<file path="src/rtl/program_sequencer_pkg.sv">
// Shared types and opcode constants for the program sequencer and its bench.
package program_sequencer_pkg;

  localparam int DW_DEF      = 16;
  localparam int OPC_LSB_DEF = 6;

  // Core opcode field values (word[OPC_LSB+2:OPC_LSB]).
  localparam logic [2:0] OPC_MV  = 3'b000;
  localparam logic [2:0] OPC_MVI = 3'b001;
  localparam logic [2:0] OPC_ADD = 3'b010;
  localparam logic [2:0] OPC_SUB = 3'b011;

  localparam logic [2:0] MVI_OPC_DEF = OPC_MVI;

  typedef enum logic [2:0] {
    S_IDLE,
    S_ISSUE,
    S_IMM,
    S_WAIT,
    S_FIN,
    S_ERR
  } state_t;

endpackage

</file>
<file path="src/rtl/program_sequencer_prog_mem.sv">
// Program store: 2^AW x DW RAM, synchronous write, asynchronous read, no reset.
module program_sequencer_prog_mem #(
  parameter int DW = 16,
  parameter int AW = 6
) (
  input  logic          clk,
  input  logic          we,
  input  logic [AW-1:0] waddr,
  input  logic [DW-1:0] wdata,
  input  logic [AW-1:0] raddr,
  output logic [DW-1:0] rdata
);

  logic [DW-1:0] mem [2**AW];

  always_ff @(posedge clk) begin
    if (we) begin
      mem[waddr] <= wdata;
    end
  end

  assign rdata = mem[raddr];

endmodule

</file>
<file path="src/rtl/program_sequencer.sv">
// Streams a loaded program onto the core's din bus, one run pulse per
// instruction, waiting for done and watching for a stalled core.
module program_sequencer
  import program_sequencer_pkg::*;
#(
  parameter int         DW      = DW_DEF,
  parameter int         AW      = 6,
  parameter int         TIMEOUT = 16,
  parameter int         OPC_LSB = OPC_LSB_DEF,
  parameter logic [2:0] MVI_OPC = MVI_OPC_DEF
) (
  input  logic          clk,
  input  logic          reset,
  input  logic          start,
  input  logic [AW:0]   prog_len,
  input  logic          wr_en,
  input  logic [AW-1:0] wr_addr,
  input  logic [DW-1:0] wr_data,
  input  logic          done,
  output logic [DW-1:0] din,
  output logic          run,
  output logic [AW-1:0] pc,
  output logic          busy,
  output logic          finished,
  output logic          timeout_err
);

  localparam int          WDW   = $clog2(TIMEOUT + 1);
  localparam logic [AW:0] DEPTH = {1'b1, {AW{1'b0}}};

  state_t        state_q, state_d;
  logic [AW-1:0] pc_q, pc_d;
  logic [WDW-1:0] wd_q, wd_d;
  logic          run_q, run_d;
  logic          busy_q, busy_d;
  logic          fin_q, fin_d;
  logic          err_q, err_d;

  logic [AW:0]   len_eff;
  logic [AW:0]   pc_nxt_ext;
  logic          last_word;
  logic          imm_ok;
  logic [AW-1:0] rd_addr;
  logic [DW-1:0] rd_data;

  function automatic logic is_mvi(input logic [DW-1:0] w);
    return w[OPC_LSB +: 3] == MVI_OPC;
  endfunction

  // Oversized lengths clamp to the memory depth; pc+1 is kept one bit wider
  // so the last address compares as complete instead of wrapping to 0.
  assign len_eff    = (prog_len > DEPTH) ? DEPTH : prog_len;
  assign pc_nxt_ext = {1'b0, pc_q} + {{AW{1'b0}}, 1'b1};
  assign last_word  = pc_nxt_ext >= len_eff;
  assign imm_ok     = (state_q == S_IMM) && !last_word;
  assign rd_addr    = (state_q == S_IMM) ? pc_nxt_ext[AW-1:0] : pc_q;

  program_sequencer_prog_mem #(
    .DW(DW),
    .AW(AW)
  ) u_prog_mem (
    .clk  (clk),
    .we   (wr_en && !busy_q),
    .waddr(wr_addr),
    .wdata(wr_data),
    .raddr(rd_addr),
    .rdata(rd_data)
  );

  always_comb begin
    state_d = state_q;
    pc_d    = pc_q;
    wd_d    = wd_q;
    fin_d   = fin_q;
    err_d   = err_q;
    unique case (state_q)
      S_IDLE, S_FIN, S_ERR: begin
        if (start) begin
          fin_d = 1'b0;
          err_d = 1'b0;
          pc_d  = '0;
          wd_d  = '0;
          if (len_eff == '0) begin
            state_d = S_FIN;
            fin_d   = 1'b1;
          end else begin
            state_d = S_ISSUE;
          end
        end
      end
      S_ISSUE: begin
        wd_d    = '0;
        state_d = is_mvi(rd_data) ? S_IMM : S_WAIT;
      end
      S_IMM: begin
        if (last_word) begin
          state_d = S_ERR;
          err_d   = 1'b1;
        end else begin
          pc_d    = pc_nxt_ext[AW-1:0];
          state_d = S_WAIT;
        end
      end
      S_WAIT: begin
        // done is checked first so it wins over a simultaneous watchdog expiry.
        if (done) begin
          if (last_word) begin
            state_d = S_FIN;
            fin_d   = 1'b1;
          end else begin
            pc_d    = pc_nxt_ext[AW-1:0];
            state_d = S_ISSUE;
          end
        end else if (wd_q == WDW'(TIMEOUT - 1)) begin
          state_d = S_ERR;
          err_d   = 1'b1;
        end else begin
          wd_d = wd_q + WDW'(1);
        end
      end
      default: state_d = S_IDLE;
    endcase
    run_d  = (state_d == S_ISSUE);
    busy_d = (state_d == S_ISSUE) || (state_d == S_IMM) || (state_d == S_WAIT);
  end

  always_ff @(posedge clk or negedge reset) begin
    if (!reset) begin
      state_q <= S_IDLE;
      pc_q    <= '0;
      wd_q    <= '0;
      run_q   <= 1'b0;
      busy_q  <= 1'b0;
      fin_q   <= 1'b0;
      err_q   <= 1'b0;
    end else begin
      state_q <= state_d;
      pc_q    <= pc_d;
      wd_q    <= wd_d;
      run_q   <= run_d;
      busy_q  <= busy_d;
      fin_q   <= fin_d;
      err_q   <= err_d;
    end
  end

  // In IMM the immediate (pc+1) is already presented; a missing immediate drives 0.
  assign din = ((state_q == S_ISSUE) || (state_q == S_WAIT) || imm_ok) ? rd_data : '0;
  assign pc  = imm_ok ? pc_nxt_ext[AW-1:0] : pc_q;

  assign run         = run_q;
  assign busy        = busy_q;
  assign finished    = fin_q;
  assign timeout_err = err_q;

endmodule
</file>
<file path="config.mk">
export PLATFORM = sky130hd
export DESIGN_NAME = program_sequencer
export DESIGN_NICKNAME = d
export VERILOG_FILES = /design/src/rtl/program_sequencer_pkg.sv /design/src/rtl/program_sequencer_prog_mem.sv /design/src/rtl/program_sequencer.sv
export SDC_FILE = /design/constraint.sdc
export NUM_CORES = 1
export LEC_CHECK = 0
export ABC_AREA = 1
export BUFFER_PORTS_ARGS = -buffer_cell sky130_fd_sc_hd__clkbuf_2
export CELL_PAD_IN_SITES_DETAIL_PLACEMENT = 1
export CELL_PAD_IN_SITES_GLOBAL_PLACEMENT = 1
export CORE_ASPECT_RATIO = 1.4
export CORE_MARGIN = 8
export CORE_UTILIZATION = 30
export DETAILED_ROUTE_END_ITERATION = 8
export GPL_ROUTABILITY_DRIVEN = 0
export PLACE_DENSITY_LB_ADDON = 0.1
export SLEW_MARGIN = 10
export SYNTH_ARGS = -nofsm -noshare
export SYNTH_HDL_FRONTEND = slang
export SYNTH_SLANG_ARGS = --single-unit
</file>
<file path="constraint.sdc">
create_clock -name clk -period 4 [get_ports clk]
set_input_delay 0.8 -clock clk [delete_from_list [all_inputs] [get_ports clk]]
set_output_delay 0.8 -clock clk [all_outputs]
set_load 0.02 [all_outputs]
</file>
# [Word level (Yosys, flattened, before mapping)]
# Memories as Yosys holds them, arrays and structs flattened.
# Cells that the tools add are included.
[totals] out_inout_bits=26 mem_count=1 ramBits=1024 word_cells=78 inputBits=34 register_bits=18
[mem_list] memory="u_prog_mem.mem" depth=64 word_bits=16 rd=1 rd_clocked_by_memory_dff=0 write_ports=1 line="program_sequencer_prog_mem.sv:14" rtl="logic [DW-1:0] mem [2**AW];"
[classes] addsub=2 n_mux=31 eq_ne=17 magnitude_cmp=2 reduce_logical=18
[ops] operator="$mux 6" n=5
[ops] operator="$mux 3" n=6
[ops] operator="$pmux 6 s3" n=1
[ops] operator="$mux 16" n=1
[ops] operator="$mux 5" n=3
[ops] operator="$pmux 5 s3" n=1
[ops] operator="$ne 2x2->1 const B" n=7
[ops] operator="$eq 3x2->1 const B" n=4
[ops] operator="$pmux 3 s4" n=1
[ops] operator="$mux 1" n=10
[ops] operator="$eq 3x1->1 const B" n=3
[ops] operator="$reduce_and 4->1" n=2
[ops] operator="$add 6x1->7 const B" n=1
[ops] operator="$ge 7x7->1" n=1
[ops] operator="$gt 7x7->1 const B" n=1
[ops] operator="$logic_not 7->1" n=1
[ops] operator="$mux 7" n=1
[ops] operator="$eq 3x3->1 const B" n=2
[ops] operator="$reduce_bool 3->1" n=2
[ops] operator="$add 5x1->5 const B" n=1
[ops] operator="$eq 5x4->1 const B" n=1
[ops] operator="$reduce_and 5->1" n=1
[ops] operator="$logic_or 1x1->1" n=4
[ops] operator="$logic_not 3->1" n=1
[ops] operator="other kinds (7)" n=9

# [Logic depth before layout (Yosys ltp)]
[logic_depth] word_depth=9 mapped_depth=20

# [By module]
# A second synthesis with hierarchy kept.
[unflattened] hier_cells=3749 area_unflattened_um2=43535.5
[modules_own_cells] module="program_sequencer_prog_mem" n_inst=1 cells_each=3501 area_each_um2=41778.8
[modules_own_cells] module="program_sequencer" n_inst=1 cells_each=248 area_each_um2=1756.7

# [Worst setup path before layout]
# OpenSTA, ideal clock, no wires.
[synth_timing] path_kind="input-to-output" startpoint="in prog_len[0]" endpoint="out din[0]" slack_ns=-0.256 arrival_time_ns=3.456 cell_stages=16 required_time_ns=3.200 path_cell_list="or2_2 > nor4_1 > inv_1 > nand2_1 > nand2_1 > ha_1 > a21oi_1 > o21ai_0 > a21oi_1 > nand2_1 > nor2_1 > nor2_1 > inv_1 > clkbuf_1 > nand2_1 > nor2_1"
[synth_via] elab_chain_cells=7
[synth_lines] item="start: declaration" line="program_sequencer.sv:15" rtl="input logic [AW:0] prog_len,"
[synth_lines] item="$gt 7x7->1" line="program_sequencer.sv:52" rtl="assign len_eff = (prog_len > DEPTH) ? DEPTH : prog_len;"
[synth_lines] item="$mux 7 (*)" line="program_sequencer.sv:52"
[synth_lines] item="$ge 7x7->1 (*)" line="program_sequencer.sv:54" rtl="assign last_word = pc_nxt_ext >= len_eff;"
[synth_lines] item="$logic_not 1->1 (*)" line="program_sequencer.sv:55" rtl="assign imm_ok = (state_q == S_IMM) && !last_word;"
[synth_lines] item="$logic_and 1x1->1 (*)" line="program_sequencer.sv:55"
[synth_lines] item="$logic_or 1x1->1 (*)" line="program_sequencer.sv:148" rtl="assign din = ((state_q == S_ISSUE) || (state_q == S_WAIT) || imm_ok) ? rd_data : '0;"
[synth_lines] item="$mux 16 (*)" line="program_sequencer.sv:148"
[synth_lines] item="end: declaration" line="program_sequencer.sv:20" rtl="output logic [DW-1:0] din,"
# Mark *: on every way between the ends. The rest lies on a longest branch, timed or not.

# [Worst setup path after layout]
[layout_timing] startpoint="reg state_q[2]" endpoint="out din[14]"
[layout_via] elab_chain_cells=4
[layout_lines] item="start: declaration" line="program_sequencer.sv:31" rtl="state_t state_q, state_d;"
[layout_lines] item="start signal: assignment" line="program_sequencer.sv:137" rtl="state_q <= state_d;"
[layout_lines] item="$eq 3x2->1 (tied with other cells)" line="program_sequencer.sv:55, program_sequencer.sv:56"
[layout_lines] item="$mux 6 (tied with other cells)" line="program_sequencer.sv:56" rtl="assign rd_addr = (state_q == S_IMM) ? pc_nxt_ext[AW-1:0] : pc_q;"
[layout_lines] item="$mem_v2 64x16 or $logic_or 1x1->1 (tied branches)"
[layout_lines] item="$mux 16 (*)" line="program_sequencer.sv:148"
# Marks and branches as above.

==> impl_summary.txt <==
----------------------------------------------------
[Hold path]
  Path category of the worst min-delay check ... in2async

[Critical path]
  FF-to-FF End ... run$_DFF_PN0_
  CP Launch Point ... state_q[2]$_DFF_PN0_
  Depth of the worst register-to-register path ... 23
  Critical Path Start Type ... flop
  Peak per-stage delay on the critical path ... 0.39 ns
  Critical path start-end classification ... reg2out
  Sort of element at the end of the critical path ... output port
  Worst-path cell with the longest stage delay ... sky130_fd_sc_hd__dfrtp_1
  Critical R2R Launch ... state_q[2]$_DFF_PN0_
  Worst R2R Setup Slack ... 0.80 ns
  Worst path required time ... 3.20 ns
  Cells along the critical path ... inv_2 -> buf_6 -> nand3_4 -> buf_6 -> o21ai_4 -> buf_12 -> buf_16 -> buf_16 -> buf_12 -> o21ai_2 -> o22ai_4 -> nor2_2 -> o221ai_2 -> nand3_4 -> a21oi_2 -> buf_4 -> clkbuf_8
  Largest fanout on the critical path ... 7
  Data arrival time of the critical path ... 3.62 ns

[Synth]
  Share of cell area taken by muxes after synthesis ... 0.00118
  Syn nets ... 3406
  Cell types occupying the most area after synthesis ... sky130_fd_sc_hd__edfxtp_1 (72%), sky130_fd_sc_hd__nand2_1 (4.8%), sky130_fd_sc_hd__o21ai_0 (3.7%), sky130_fd_sc_hd__nor2_1 (3.7%), sky130_fd_sc_hd__nand3_1 (3.5%)
  Yosys Warn Count ... 0
  Commonest cells in the synthesized netlist ... sky130_fd_sc_hd__edfxtp_1 (1024), sky130_fd_sc_hd__nand2_1 (539), sky130_fd_sc_hd__nor2_1 (417), sky130_fd_sc_hd__o21ai_0 (315), sky130_fd_sc_hd__nand3_1 (293)
  Count of flip-flops with a built-in enable after synthesis ... 1024
  Xor-xnor portion of the synthesized cell area ... 0.000619
  Unique cell type count in the Yosys netlist ... 45
  Adder-cell area share of the yosys netlist ... 0.00295
  Compound-Gate Fraction of Synth Area ... 0.0975
  Seq/Total Area, Yosys ... 0.735
  Post-synthesis simple-gate area fraction ... 0.127
  Most common cell in the synthesized netlist ... sky130_fd_sc_hd__edfxtp_1
  Average footprint of a synthesized cell ... 12.6 µm²
  Flops & latches, synth ... 1042
  Post-Synthesis Cells ... 3362
  Flip-flop cell with the highest count after synthesis ... sky130_fd_sc_hd__edfxtp_1
  Main combinational cell family by area after synthesis ... simple AND/OR/NAND/NOR gates
  Post-synthesis cell area ... 42500 µm²
  Proportion of register bits with asynchronous set or reset after synthesis ... 0.0173
  Post-synth top area share ... 0.724
  Dominant cell type by area after synthesis ... sky130_fd_sc_hd__edfxtp_1

[Routing]
  Remaining number of nets flagged by the antenna check after routing ... 0
  Vias after detailed routing ... 29300
  Drt first-iter violations ... 1892
  Aggregate routed wire length ... 159 mm
  Number of remaining DRC errors ... 0
  First-pass iteration count of the detailed router ... 5
  WL/cell ... 28.1 µm
  Average via count per standard cell ... 5.18

[GRT]
  Initial antenna violation count ... 9
  Maximum number of pins on one net before global-route repair ... 65
  Aggregate global-route resource usage ... 0.200
  Met1 track utilization from global routing ... 0.245
  Global-route wire length before repair ... 225 mm
  Via count of the first global-routing pass ... 31100
  Met2 capacity usage during global routing ... 0.363
  Routing layer with the top usage in global route ... met2
  Routing usage on met3 ... 0.0234
  Leftover overflow at the end of global routing ... 0

[Die]
  Die extent in y ... 461 µm
  Die outline width ... 334 µm
  IO Count ... 60
  Area enclosed by the die boundary ... 154000 µm²
  Total number of placement rows ... 163
  Starting utilization of the core area ... 0.302
  Core box area ... 141000 µm²

[Timing]
  Max Clock Freq ... 226 MHz
  Hold Worst Slack ... 0.0531 ns
  Final worst path period share ... 1.10
  Final sum of negative setup slack ... -5.23 ns
  Final WS setup ... -0.416 ns
  Final setup violation count ... 16
  Final-report hold violation count ... 0
  Final Skew ... 0.0250 ns
  Tightest Pin Transition ... 1.10 ns
  Unrepaired setup endpoints after global routing ... true
  Time the worst path needs with I/O delays and setup ... 4.42 ns
  Worst slew slack as a fraction of its limit ... 0.264
  Slew Limit Fails ... 0

[Run]
  Number of max-cap violations ... 0

[Finish]
  Fraction of the core area covered by cells at the end of the flow ... 0.383
  Relative area change from synthesis to final layout ... 26.9%
  Layout cell share with drive strength beyond 1 ... 0.226
  Net count reported at finish ... 3798
  Fill count ... 14600

[Power and ir drop]
  Clock network fraction of design power ... 0.222
  PwrDens ... 844 nW/µm²
  IR Drop Worst-Case VDD ... 551 µV
  Int Pwr ... 0.0274 W
  Total net switching power ... 0.0181 W
  Leakage power figure ... 18.6 nW
  Proportion of power drawn by combinational gates ... 0.511
  Sequential power share ... 0.267
  Fraction of power spent switching nets ... 0.397

[Place]
  I/O Buffers ... 59
  HPWL after detailed placement ... 94.7 mm

[Clocking]
  Clock root buffer ... sky130_fd_sc_hd__clkbuf_16
  Number of buffers inserted for hold repair after clock tree synthesis ... 0
  Number of H-tree levels ... 3
  TritonCTS clock tree ... done
  Number of clock sinks ... 1042
  Clock Tree Buf Depth ... 3
  Latest clock arrival within the worst-skew pair ... 0.73 ns
  Number of buffers inserted during clock tree synthesis ... 109
  Clock slew at reported path FFs ... 0.06 ns

[Status]
  Violations in the final reports ... negative setup slack
  Result of the run ... finished with violations

----------------------------------------------------
-- power by group through the flow --
stage | registers (W) | logic, W | clock network, W
finish | 0.0122 | 0.0232 | 0.0101
global route | 0.0122 | 0.0248 | 0.0107
CTS | 0.0122 | 0.0221 | 0.0104
detailed placement | 0.0124 | 0.0189 | 0
global placement | 0.0124 | 0.0186 | 0
floorplan | 0.0124 | 0.0101 | 0
-- sequential cells by signal (all words and copies together), names as in the netlist --
register	cells
finished	1
state_q	3
run	1
pc_q	6
timeout_err	1
u_prog_mem.mem	1024
busy	1
wd_q	5
-- per-layer routing --
metal  part of all wire  wire, µm  vias up
li1                   -         -    13200
met1               0.42     65900    15400
met2               0.52     82000      536
met3              0.033      5280      193
met4              0.034      5320        4
met5            0.00015        23        -
-- through the flow --
| step | std cells | area [µm²] | total power, W | setup WS, ns |
|---|---|---|---|---|
| after global routing | 5648 | 53900 | 0.0477 | -0.538 |
| after CTS | 5611 | 52900 | 0.0446 | -0.527 |
| after global placement | 5339 | 47000 | 0.0310 | -1.30 |
| after detailed placement | 5339 | 47000 | 0.0313 | -0.831 |
| after floorplan | 3362 | 42500 | 0.0225 | 0.00961 |
| final | 5650 | 53900 | 0.0455 | -0.416 |
-- critical path: cells and delay by family (launching register included) --
kind,cells,cell delay (ns)
buf+inv,9,1.25
compound gates,5,0.86
flops,1,0.39
simple gates,3,0.35
-- cell type report --
| type | count | area (µm²) | area share |
|---|---|---|---|
| sequential | 1042 | 31200 | 0.579 |
| clock inverter | 55 | 597 | 0.0111 |
| clock buffer | 133 | 2840 | 0.0527 |
| inverter | 85 | 345 | 0.00641 |
| antenna | 4 | 10.0 | 0.000186 |
| timing repair buffer | 500 | 5650 | 0.105 |
| multi-input combinational | 2016 | 10900 | 0.203 |
| tap | 1815 | 2270 | 0.0422 |
-- logic make-up after synthesis --
family,after synthesis
AOI/OAI and AO/OA,703
and+or+nand+nor,1294
DFF,1042
xor gates and xnor gates,3
adders and majority gates,10
buffers and inverters,305
muxes,5
-- layout by cell type (no fill, tap or decap), types with 19 or more instances in the layout --
master                      count
sky130_fd_sc_hd__a21oi_1       73
sky130_fd_sc_hd__a32o_1        45
sky130_fd_sc_hd__buf_12        53
sky130_fd_sc_hd__buf_16        32
sky130_fd_sc_hd__buf_4        286
sky130_fd_sc_hd__buf_6         45
sky130_fd_sc_hd__buf_8         19
sky130_fd_sc_hd__clkbuf_1      23
sky130_fd_sc_hd__clkbuf_16    116
sky130_fd_sc_hd__clkbuf_2      30
sky130_fd_sc_hd__clkinv_1      21
sky130_fd_sc_hd__edfxtp_1    1024
sky130_fd_sc_hd__inv_1         75
sky130_fd_sc_hd__nand2_1      522
sky130_fd_sc_hd__nand3_1      219
sky130_fd_sc_hd__nand3_2       54
sky130_fd_sc_hd__nand3_4       21
sky130_fd_sc_hd__nor2_1       368
sky130_fd_sc_hd__nor2_2        40
sky130_fd_sc_hd__o211ai_1      42
sky130_fd_sc_hd__o21ai_0      287
sky130_fd_sc_hd__o21ai_1       55
sky130_fd_sc_hd__o22ai_1      141
-- worst max path at each step --
stage	end	cells past startpoint	slack [ns]
finish	din[14]	17	-0.42
global route	din[14]	17	-0.54
CTS	din[9]	17	-0.53
detailed placement	din[4]	18	-0.83
global placement	din[4]	18	-1.30
floorplan	din[0]	16	0.01
-- what timing repair did --
item | in CTS | in global routing
cloned | 24 | 8
pin swaps | 61 | 92
setup buffers | 65 | 35
gates resized for setup | 260 | 158
setup endpoints to repair | 22 | 22
No activity file was read; power rests on OpenSTA's default activity.
